===== src/rtl/pe_ctrl_pkg.sv =====
// ---------------------------------------------------------------------------
// pe_ctrl_pkg
// Shared definitions for the PE stream controller: field and counter widths,
// the controller state encoding, and the per-layer word-count calculation.
// ---------------------------------------------------------------------------
package pe_ctrl_pkg;

    localparam int S_WIDTH    = 6;
    localparam int F_WIDTH    = 6;
    localparam int U_WIDTH    = 3;
    localparam int N_WIDTH    = 3;
    localparam int P_WIDTH    = 5;
    localparam int Q_WIDTH    = 3;
    localparam int ADDR_WIDTH = 16;
    localparam int CNT_WIDTH  = 16;

    typedef enum logic [1:0] {
        ST_IDLE   = 2'd0,
        ST_CFG    = 2'd1,
        ST_STREAM = 2'd2,
        ST_DONE   = 2'd3
    } ctrl_state_t;

    typedef struct packed {
        logic [CNT_WIDTH-1:0] w;
        logic [CNT_WIDTH-1:0] n_if;
        logic [CNT_WIDTH-1:0] n_flt;
        logic [CNT_WIDTH-1:0] n_ps;
    } word_counts_t;

    // Word totals for one layer pass. Filter and psum words pack four
    // values each, hence the divide by four on those totals.
    function automatic word_counts_t calc_counts(
        input logic [S_WIDTH-1:0] s,
        input logic [F_WIDTH-1:0] f,
        input logic [U_WIDTH-1:0] u,
        input logic [N_WIDTH-1:0] n,
        input logic [P_WIDTH-1:0] p,
        input logic [Q_WIDTH-1:0] q
    );
        word_counts_t         c;
        logic [CNT_WIDTH-1:0] s_c;
        logic [CNT_WIDTH-1:0] f_c;
        logic [CNT_WIDTH-1:0] u_c;
        logic [CNT_WIDTH-1:0] n_c;
        logic [CNT_WIDTH-1:0] p_c;
        logic [CNT_WIDTH-1:0] q_c;
        s_c     = CNT_WIDTH'(s);
        f_c     = CNT_WIDTH'(f);
        u_c     = CNT_WIDTH'(u);
        n_c     = CNT_WIDTH'(n);
        p_c     = CNT_WIDTH'(p);
        q_c     = CNT_WIDTH'(q);
        c.w     = (f_c - 16'd1) * u_c + s_c;
        c.n_if  = n_c * c.w * q_c;
        c.n_flt = (p_c * q_c * s_c) >> 2'd2;
        c.n_ps  = (p_c * n_c * f_c) >> 2'd2;
        return c;
    endfunction

endpackage


===== src/rtl/pe_stream_reader.sv =====
// ---------------------------------------------------------------------------
// pe_stream_reader
// Fetches `total` words from a synchronous-read buffer (addresses 0..total-1)
// and pushes each into a PE input FIFO the cycle after the read.
// Ports: clk, reset (async active-low), go (stream enable; low clears state),
//        total, fifo_full, rd_data in; rd_en, rd_addr, push, data, complete out.
// ---------------------------------------------------------------------------
module pe_stream_reader
    import pe_ctrl_pkg::*;
#(
    parameter int DATA_WIDTH = 16
) (
    input  logic                  clk,
    input  logic                  reset,
    input  logic                  go,
    input  logic [CNT_WIDTH-1:0]  total,
    input  logic                  fifo_full,
    input  logic [DATA_WIDTH-1:0] rd_data,
    output logic                  rd_en,
    output logic [ADDR_WIDTH-1:0] rd_addr,
    output logic                  push,
    output logic [DATA_WIDTH-1:0] data,
    output logic                  complete
);

    logic [CNT_WIDTH-1:0] count_r;
    logic                 push_r;
    logic                 issue_s;

    // A read may issue only when the previous one has returned (push_r low),
    // which limits each stream to one word every two cycles.
    always_comb begin
        issue_s = 1'b0;
        if (go && !push_r && (count_r < total) && !fifo_full) begin
            issue_s = 1'b1;
        end else begin
            issue_s = 1'b0;
        end
    end

    // Word counter and return flag; both clear whenever the stream is idle.
    always_ff @(posedge clk or negedge reset) begin
        if (!reset) begin
            count_r <= {CNT_WIDTH{1'b0}};
            push_r  <= 1'b0;
        end else if (!go) begin
            count_r <= {CNT_WIDTH{1'b0}};
            push_r  <= 1'b0;
        end else begin
            push_r <= issue_s;
            if (push_r) begin
                count_r <= count_r + 16'd1;
            end else begin
                count_r <= count_r;
            end
        end
    end

    // Read data passes straight through in the return cycle; zero otherwise.
    always_comb begin
        data = {DATA_WIDTH{1'b0}};
        if (push_r) begin
            data = rd_data;
        end else begin
            data = {DATA_WIDTH{1'b0}};
        end
    end

    assign rd_en    = issue_s;
    assign rd_addr  = count_r;
    assign push     = push_r;
    assign complete = (count_r == total);

endmodule


===== src/rtl/pe_stream_ctrl.sv =====
// ---------------------------------------------------------------------------
// pe_stream_ctrl
// Configures one PE wrapper and streams its operands for a layer pass:
// IDLE -> CFG (configure pulse) -> STREAM (three readers + opsum drainer)
// -> DONE (one-cycle done) -> IDLE.
// Ports: clk, reset (async active-low), start + layer config S/F/U/n/p/q in;
//        busy, done, pe_enable, pe_configure, pe_S..pe_q out; PE input
//        streams (push/data out, fifo_full in); opsum pop interface; three
//        buffer read ports; one opsum buffer write port.
// ---------------------------------------------------------------------------
module pe_stream_ctrl
    import pe_ctrl_pkg::*;
#(
    parameter int DATA_WIDTH_IFMAP  = 16,
    parameter int DATA_WIDTH_FILTER = 64,
    parameter int DATA_WIDTH_PSUM   = 64
) (
    input  logic                         clk,
    input  logic                         reset,
    input  logic                         start,
    input  logic [S_WIDTH-1:0]           S,
    input  logic [F_WIDTH-1:0]           F,
    input  logic [U_WIDTH-1:0]           U,
    input  logic [N_WIDTH-1:0]           n,
    input  logic [P_WIDTH-1:0]           p,
    input  logic [Q_WIDTH-1:0]           q,
    output logic                         busy,
    output logic                         done,
    output logic                         pe_enable,
    output logic                         pe_configure,
    output logic [S_WIDTH-1:0]           pe_S,
    output logic [F_WIDTH-1:0]           pe_F,
    output logic [U_WIDTH-1:0]           pe_U,
    output logic [N_WIDTH-1:0]           pe_n,
    output logic [P_WIDTH-1:0]           pe_p,
    output logic [Q_WIDTH-1:0]           pe_q,
    input  logic                         pe_busy,
    output logic                         push_ifmap,
    output logic [DATA_WIDTH_IFMAP-1:0]  ifmap,
    input  logic                         ifmap_fifo_full,
    output logic                         push_filter,
    output logic [DATA_WIDTH_FILTER-1:0] filter,
    input  logic                         filter_fifo_full,
    output logic                         push_ipsum,
    output logic [DATA_WIDTH_PSUM-1:0]   ipsum,
    input  logic                         ipsum_fifo_full,
    output logic                         pop_opsum,
    input  logic [DATA_WIDTH_PSUM-1:0]   opsum,
    input  logic                         opsum_fifo_empty,
    output logic                         ifmap_rd_en,
    output logic [ADDR_WIDTH-1:0]        ifmap_rd_addr,
    input  logic [DATA_WIDTH_IFMAP-1:0]  ifmap_rd_data,
    output logic                         filter_rd_en,
    output logic [ADDR_WIDTH-1:0]        filter_rd_addr,
    input  logic [DATA_WIDTH_FILTER-1:0] filter_rd_data,
    output logic                         ipsum_rd_en,
    output logic [ADDR_WIDTH-1:0]        ipsum_rd_addr,
    input  logic [DATA_WIDTH_PSUM-1:0]   ipsum_rd_data,
    output logic                         opsum_wr_en,
    output logic [ADDR_WIDTH-1:0]        opsum_wr_addr,
    output logic [DATA_WIDTH_PSUM-1:0]   opsum_wr_data
);

    ctrl_state_t          state_r;
    logic                 busy_r;
    logic                 done_r;
    logic                 cfg_pulse_r;
    logic [S_WIDTH-1:0]   pe_s_r;
    logic [F_WIDTH-1:0]   pe_f_r;
    logic [U_WIDTH-1:0]   pe_u_r;
    logic [N_WIDTH-1:0]   pe_n_r;
    logic [P_WIDTH-1:0]   pe_p_r;
    logic [Q_WIDTH-1:0]   pe_q_r;
    logic [CNT_WIDTH-1:0] n_if_r;
    logic [CNT_WIDTH-1:0] n_flt_r;
    logic [CNT_WIDTH-1:0] n_ps_r;
    logic [CNT_WIDTH-1:0] opsum_cnt_r;
    logic                 gap_r;
    word_counts_t         counts_s;
    logic                 streaming_s;
    logic                 pop_s;
    logic                 if_complete_s;
    logic                 flt_complete_s;
    logic                 ps_complete_s;
    logic                 pass_complete_s;

    // Word totals derived from the live config inputs; latched only on start.
    always_comb begin
        counts_s = calc_counts(S, F, U, n, p, q);
    end

    assign streaming_s     = (state_r == ST_STREAM);
    assign pass_complete_s = if_complete_s && flt_complete_s && ps_complete_s &&
                             (opsum_cnt_r == n_ps_r) && !pe_busy;

    // Controller FSM with registered status, configure pulse and config fields.
    always_ff @(posedge clk or negedge reset) begin
        if (!reset) begin
            state_r     <= ST_IDLE;
            busy_r      <= 1'b0;
            done_r      <= 1'b0;
            cfg_pulse_r <= 1'b0;
            pe_s_r      <= {S_WIDTH{1'b0}};
            pe_f_r      <= {F_WIDTH{1'b0}};
            pe_u_r      <= {U_WIDTH{1'b0}};
            pe_n_r      <= {N_WIDTH{1'b0}};
            pe_p_r      <= {P_WIDTH{1'b0}};
            pe_q_r      <= {Q_WIDTH{1'b0}};
            n_if_r      <= {CNT_WIDTH{1'b0}};
            n_flt_r     <= {CNT_WIDTH{1'b0}};
            n_ps_r      <= {CNT_WIDTH{1'b0}};
        end else begin
            case (state_r)
                ST_IDLE: begin
                    done_r <= 1'b0;
                    if (start) begin
                        state_r     <= ST_CFG;
                        busy_r      <= 1'b1;
                        cfg_pulse_r <= 1'b1;
                        pe_s_r      <= S;
                        pe_f_r      <= F;
                        pe_u_r      <= U;
                        pe_n_r      <= n;
                        pe_p_r      <= p;
                        pe_q_r      <= q;
                        n_if_r      <= counts_s.n_if;
                        n_flt_r     <= counts_s.n_flt;
                        n_ps_r      <= counts_s.n_ps;
                    end else begin
                        state_r <= ST_IDLE;
                    end
                end
                ST_CFG: begin
                    // Config fields are only meaningful during the pulse.
                    cfg_pulse_r <= 1'b0;
                    pe_s_r      <= {S_WIDTH{1'b0}};
                    pe_f_r      <= {F_WIDTH{1'b0}};
                    pe_u_r      <= {U_WIDTH{1'b0}};
                    pe_n_r      <= {N_WIDTH{1'b0}};
                    pe_p_r      <= {P_WIDTH{1'b0}};
                    pe_q_r      <= {Q_WIDTH{1'b0}};
                    state_r     <= ST_STREAM;
                end
                ST_STREAM: begin
                    if (pass_complete_s) begin
                        state_r <= ST_DONE;
                        done_r  <= 1'b1;
                    end else begin
                        state_r <= ST_STREAM;
                    end
                end
                ST_DONE: begin
                    done_r  <= 1'b0;
                    busy_r  <= 1'b0;
                    state_r <= ST_IDLE;
                end
                default: begin
                    state_r     <= ST_IDLE;
                    busy_r      <= 1'b0;
                    done_r      <= 1'b0;
                    cfg_pulse_r <= 1'b0;
                end
            endcase
        end
    end

    // Pop when a word is available and wanted; gap_r forces an idle cycle
    // after every pop so the FIFO's empty flag has time to update.
    always_comb begin
        pop_s = 1'b0;
        if (streaming_s && !opsum_fifo_empty && (opsum_cnt_r < n_ps_r) && !gap_r) begin
            pop_s = 1'b1;
        end else begin
            pop_s = 1'b0;
        end
    end

    // Opsum drain counter and gap flag; cleared outside the stream phase.
    always_ff @(posedge clk or negedge reset) begin
        if (!reset) begin
            opsum_cnt_r <= {CNT_WIDTH{1'b0}};
            gap_r       <= 1'b0;
        end else if (!streaming_s) begin
            opsum_cnt_r <= {CNT_WIDTH{1'b0}};
            gap_r       <= 1'b0;
        end else begin
            gap_r <= pop_s;
            if (pop_s) begin
                opsum_cnt_r <= opsum_cnt_r + 16'd1;
            end else begin
                opsum_cnt_r <= opsum_cnt_r;
            end
        end
    end

    // Popped word goes straight to the output buffer in the pop cycle.
    always_comb begin
        opsum_wr_data = {DATA_WIDTH_PSUM{1'b0}};
        if (pop_s) begin
            opsum_wr_data = opsum;
        end else begin
            opsum_wr_data = {DATA_WIDTH_PSUM{1'b0}};
        end
    end

    assign pop_opsum     = pop_s;
    assign opsum_wr_en   = pop_s;
    assign opsum_wr_addr = opsum_cnt_r;
    assign busy          = busy_r;
    assign pe_enable     = busy_r;
    assign done          = done_r;
    assign pe_configure  = cfg_pulse_r;
    assign pe_S          = pe_s_r;
    assign pe_F          = pe_f_r;
    assign pe_U          = pe_u_r;
    assign pe_n          = pe_n_r;
    assign pe_p          = pe_p_r;
    assign pe_q          = pe_q_r;

    pe_stream_reader #(.DATA_WIDTH(DATA_WIDTH_IFMAP)) u_ifmap_rd (
        .clk       (clk),
        .reset     (reset),
        .go        (streaming_s),
        .total     (n_if_r),
        .fifo_full (ifmap_fifo_full),
        .rd_data   (ifmap_rd_data),
        .rd_en     (ifmap_rd_en),
        .rd_addr   (ifmap_rd_addr),
        .push      (push_ifmap),
        .data      (ifmap),
        .complete  (if_complete_s)
    );

    pe_stream_reader #(.DATA_WIDTH(DATA_WIDTH_FILTER)) u_filter_rd (
        .clk       (clk),
        .reset     (reset),
        .go        (streaming_s),
        .total     (n_flt_r),
        .fifo_full (filter_fifo_full),
        .rd_data   (filter_rd_data),
        .rd_en     (filter_rd_en),
        .rd_addr   (filter_rd_addr),
        .push      (push_filter),
        .data      (filter),
        .complete  (flt_complete_s)
    );

    pe_stream_reader #(.DATA_WIDTH(DATA_WIDTH_PSUM)) u_ipsum_rd (
        .clk       (clk),
        .reset     (reset),
        .go        (streaming_s),
        .total     (n_ps_r),
        .fifo_full (ipsum_fifo_full),
        .rd_data   (ipsum_rd_data),
        .rd_en     (ipsum_rd_en),
        .rd_addr   (ipsum_rd_addr),
        .push      (push_ipsum),
        .data      (ipsum),
        .complete  (ps_complete_s)
    );

endmodule


===== config.mk =====
export PLATFORM = sky130hd
export DESIGN_NAME = pe_stream_ctrl
export DESIGN_NICKNAME = d
export VERILOG_FILES = /design/src/rtl/pe_ctrl_pkg.sv /design/src/rtl/pe_stream_reader.sv /design/src/rtl/pe_stream_ctrl.sv
export SDC_FILE = /design/constraint.sdc
export NUM_CORES = 1
export LEC_CHECK = 0
export CELL_PAD_IN_SITES_DETAIL_PLACEMENT = 1
export CELL_PAD_IN_SITES_GLOBAL_PLACEMENT = 1
export CORE_MARGIN = 3
export CORE_UTILIZATION = 34
export CTS_CLUSTER_SIZE = 10
export DETAILED_ROUTE_END_ITERATION = 8
export HOLD_SLACK_MARGIN = 0.08
export PLACE_DENSITY_LB_ADDON = 0.08
export SKIP_CTS_REPAIR_TIMING = 1
export SYNTH_ARGS = -nofsm -noshare
export SYNTH_HDL_FRONTEND = slang
export SYNTH_SLANG_ARGS = --single-unit

===== constraint.sdc =====
create_clock -name clk -period 2.9 [get_ports clk]
set_input_delay 0.29 -clock clk [delete_from_list [all_inputs] [get_ports clk]]
set_output_delay 0.29 -clock clk [all_outputs]
set_load 0.01 [all_outputs]

After elaboration in Yosys (flattened, before gate mapping)
Cells that the tools add are included.

Word-level logic and storage cells: 125. Output and inout bits: 310. Bits in read-only memories: 0. Bits in latches: 0. Register bits after elaboration: 139. Memories kept: 0. Memory bits (writable): 0.

$lt $le $gt $ge: 4. Eq/ne operators: 13. Multipliers: 7. Muxes and demuxes: 40. Add/sub/neg operators: 6. Shift operators: 0. Reductions and logical operators: 34. Bitwise operators: 0. Divide/modulo/power cells: 0.

Operators by type and width (count): $mux W64 (3); $mux W16 (9); $add A16 B1 Y16 const B (4); $eq A16 B12 Y1 (3); $lt A16 B12 Y1 (3); $mul A8 B6 Y14 (2); $pmux W6 S2 (2); $pmux W3 S2 (3); $eq A16 B16 Y1 (1); $logic_and A1 B1 Y1 (16); $lt A16 B16 Y1 (1); $mul A16 B3 Y16 (1); $mul A3 B16 Y16 (1); $mul A5 B3 Y8 (2); $add A11 B7 Y12 (1); $mux W1 (12); $mux W6 (2); $mul A7 B4 Y11 (1); $pmux W5 S2 (1); $logic_not A1 Y1 (9); $mux W3 (3); $ne A2 B1 Y1 const B (4); $pmux W2 S4 (1); $reduce_and A2 Y1 (4); other kinds (9) (15).

Longest topological paths before layout
Gate-level depths: netlist of run 1.

Depth in word-level cells: 7. Mapped depth: 36. Depth with buffers taken out: 35.

Hierarchy
Synthesis of run 1 repeated with hierarchy kept, for this count alone.

Cells, all modules: 1860. Area, all modules: 15711.3 sq um.

By module, submodules not included: pe_stream_ctrl (cells each 1294, instances 1, area an instance 11068.1 sq um, seq. area each 2202.1 sq um); pe_stream_reader (u_filter_rd ...) (cells each 207, instances 2, area an instance 1634.1 sq um, seq. area each 425.4 sq um); pe_stream_reader (u_ifmap_rd) (cells each 152, instances 1, area an instance 1375.1 sq um, seq. area each 425.4 sq um).

Worst setup path after synthesis of run 1
No wires, ideal clock.

Kind: input-to-reg. From: in F[0]. To: reg n_if_r[15]. Setup slack: -4.475 ns. Path buffers: 1. Cell stages on the path: 36. Arrival time: 7.250 ns. Library setup time: 0.125 ns. Cell sequence: clkbuf_1 inv_1 ha_1 xor2_1 and2_1 ha_1 inv_1 fa_1 fa_1 inv_1 ha_1 nor2b_1 o21ai_0 a21boi_0 o21ai_1 nand2_1 xor2_1 nand2_1 fa_1 inv_1 ha_1 o21ai_1 o21bai_2 a21oi_1 o21bai_1 a21oi_1 xnor2_1 nand2_1 fa_1 inv_1 ha_1 o21ai_0 a32o_1 o21ai_0 xor2_1 mux2_2.

Cells in the longest elaborated chain, start to end: 5.

RTL lines: from (decl) (line pe_stream_ctrl.sv:22) `input logic [F_WIDTH-1:0] F,`; $sub A6 B1 Y7 (line pe_ctrl_pkg.sv:54) `c.w = (f_c - 16'd1) * u_c + s_c;`; $mul A7 B4 Y11 (line pe_ctrl_pkg.sv:54); $add A11 B7 Y12 (line pe_ctrl_pkg.sv:54); $mul A3 B16 Y16 (line pe_ctrl_pkg.sv:55) `c.n_if = n_c * c.w * q_c;`; $mul A16 B3 Y16 (line pe_ctrl_pkg.sv:55); to (signal assigned) (line pe_stream_ctrl.sv:109) `n_if_r <= {CNT_WIDTH{1'b0}};`; to (signal assigned) (line pe_stream_ctrl.sv:126) `n_if_r <= counts_s.n_if;`; to (decl) (line pe_stream_ctrl.sv:74) `logic [CNT_WIDTH-1:0] n_if_r;`.

Every way passes these cells. A chain may end at the register's enable or synchronous reset.

Worst setup path in the final report of run 1
From: in F[1]. To: reg n_if_r[15].

Same word-level chain as after synthesis.

==> results of run 1 <==
-- per-stage QoR --
step / cell area, um^2 / TNS [ns] / hold WS (ns) / util
4_1_cts: 24200 / -149.19 / -0.271 / 0.556
2_1_floorplan: 15800 / -76.51 / -0.00559 / -
6_report: 25900 / -94.21 / 0.209 / 0.594
3_3_place_gp: 23700 / -123.71 / 0.228 / 0.543
5_1_grt: 25900 / -107.81 / 0.216 / 0.594
3_5_place_dp: 23700 / -133.09 / 0.225 / 0.543
-- power by group through the flow --
stage | registers [mW] | logic [mW] | clock network, mW
floorplan | 2.76 | 7.74 | 0
global placement | 2.70 | 13.5 | 0
detailed placement | 2.71 | 14.1 | 0
CTS | 2.70 | 14.2 | 2.23
global route | 2.76 | 18.1 | 2.32
finish | 2.70 | 16.5 | 2.18
-- state kept, by name, indices dropped and copies added (netlist names) --
name	flops
n_flt_r	12
u_ifmap_rd.rd_addr	16
busy	1
u_ipsum_rd.push	1
u_filter_rd.rd_addr	16
pe_p	5
pe_U	3
u_ifmap_rd.push	1
gap_r	1
n_if_r	16
u_filter_rd.push	1
pe_S	6
opsum_wr_addr	16
pe_n	3
u_ipsum_rd.rd_addr	16
pe_configure	1
n_ps_r	12
state_r	2
pe_q	3
pe_F	6
done	1
-- cell usage in the layout, fill, tap and decap left out, types with 15 or more instances in the layout --
master,n
ha_4,47
nand4_1,37
fa_1,89
buf_2,17
xnor2_1,19
clkdlybuf4s50_1,462
and3_1,20
and2_4,61
nand3_1,16
a21oi_1,30
ha_1,123
dfrtp_1,137
and2_1,200
a21oi_2,25
nor2b_1,24
xnor2_2,19
o21ai_0,15
inv_1,184
buf_4,260
nor2_1,69
nand2_1,218
o21ai_1,29
a22o_1,26
inv_2,24
xor2_1,45
clkbuf_16,23
buf_6,91
a21o_1,30
-- layer usage --
layer,track usage,up-vias,wire length [um]
met2,0.493,372,35100
met3,0.0390,79,2970
met1,0.347,7922,29800
met4,0.0983,0,2550
li1,-,7400,-
met5,0,-,0
-- area by class of cell --
cell class | instances | share of cell area
Tap cell | 585 | 0.0283
Antenna cell | 2 | 0.000193
Inverter | 212 | 0.0316
Sequential cell | 139 | 0.135
Clock inverter | 12 | 0.00445
Clock buffer | 20 | 0.0176
Timing Repair inverter | 2 | 0.000774
Timing Repair Buffer | 860 | 0.316
Multi-Input combinational cell | 1354 | 0.466
-- worst max-delay path, delay by kind of cell --
kind	cells	cell delay [ns]
adder cells (fa/ha/maj)	9	3.39
multiplexers	1	0.28
AND/OR/NAND/NOR	3	0.35
buffers and inverters	7	0.47
AO/OA/AOI/OAI	9	1.58
XOR/XNOR	4	0.60
-- cell families after synthesis --
group | synth area share
and+or+nand+nor | 0.253
buffers and inverters | 0.0721
adders and majority gates | 0.270
AOI/OAI and AO/OA | 0.100
DFF | 0.230
xor gates and xnor gates | 0.0553
muxes | 0.0196
-- how the worst min path moves through the flow --
stage,to,slack (ns),depth (start not counted),start
floorplan,busy,-0.006,0,reset
global placement,n_if_r[13],0.23,1,reset
detailed placement,n_if_r[13],0.23,1,reset
CTS,n_if_r[15],-0.27,1,reset
global route,pe_p[3],0.22,3,p[3]
finish,pe_n[1],0.21,3,n[1]
==> results.cfg, run 1 <==
[clock_tree]
cts_tree = yes
cts_inserted_buffers = 17
clockRootBuffer = clkbuf_16
clk_pin_slew_ns = 0.08
clock_sinks = 139
cts_max_level = 4
insertion_delay_ns = 0.46
clockBufferDepth = 2

[global_routing]
grt_first_pass_wirelength_um = 101000
overflow = 0
antenna_found_initial = 6
grt_pass1_vias = 17000
grt_usage = 0.278
grt_max_degree = 73

[worst_setup_path]
r2r_end = opsum_wr_addr[9]
rrSetupSlack_ns = 0.14
path_max_fanout = 3
start_kind = primary input
crit_path_max_incr_delay_ns = 0.54
required_ns = 3.25
worstRegToRegCells = 11
arrival_ns = 6.98
critPathKind = primary input to register
r2r-start = n_ps_r[1]
worst_setup_path_end_kind = register
setup.worst_path.end = n_if_r[15]
critPathSlowestCell = fa_1
crit_start = F[1]

[die]
start_util = 0.347
fp.dieW_um = 217
ioPinCount = 552
die-area_um2 = 47100
die_y_um = 217
fp.coreArea_um2 = 43600
num_rows = 76

[status]
status = finished, violations left
violations = setup timing

[routing]
wire_per_inst_um = 22.1
first_pass_iters = 5
vias = 15800
detail_route.drc_violations = 0
wl_um = 70400
vias_per_cell = 4.95
drt_iter0_markers = 549
detail-route-antenna-nets = 0

[yosys]
avgSynthCellArea_um2 = 8.52
synth.most_common_cell = and2_1
ys_seq_elements = 139
synth_cells = 1777
synth_largest_area_cell = dfrtp_1
ys_warn_count = 0
synth_edf_count = 0
yosys-top-cells-count = and2_1, nand2_1, inv_1
synth_top_flop_cell = dfrtp_1
ys_types = 60
ys_top_cells_by_area = dfrtp_1, ha_1, fa_1, and2_1, nand2_1
syn-num-nets = 2288
ys_seq_area_frac = 0.230
netlist.area_leader.share = 0.230
synthesis.area_um2 = 15100
async_flop_share = 1.00

[pwr]
total_power_mw = 21.4
p_switching_mw = 9.25
p_sw_frac = 0.432
p_per_area_nw_per_um2 = 828
pwr-share-clk = 0.102
p_leak_nw = 12.3
power_frac_comb = 0.772
ir_drop_v = 0.000786
pwr-share-seq = 0.126
p_int_mw = 12.2

[cells_and_area]
fin_nets = 3097
n_fill_cell = 4957
multiInputGateArea_um2 = 12100
post_route_cells_drive_above_1_share = 0.273
register_area_um2 = 3480
syn2layout_area_growth_pct = 71.0
stdcell_count = 3186

[worst_hold_path]
min_path_type = primary input to register

[sta]
rsz0062_at_grt = yes
fin_skew_ns = 0.0206
hold_viol = 0
min_period_over_period = 2.29
finalCriticalPeriod_ns = 6.63
slew_headroom = 0.513
slew_viol_final = 0
fin_ws_ns = -3.73
max_freq_mhz = 151
worst_slew_pin_slew_ns = 0.726
final-setup-viol-count = 102

[place]
place.gp.congestion = 1.01
dp_hpwl_um = 57200
place_ws_ns = -4.80
place_inst = 3097
portBuffers = 551

[job]
drv_cap = 0
Note: power is estimated with default switching activity, not from simulation.
==> run 2: changes to the inputs <==
Settings changed: CAP_MARGIN set to 30.
==> results of run 2 <==
Same layout as run 1: the final DEF is identical, and so are final timing and power.
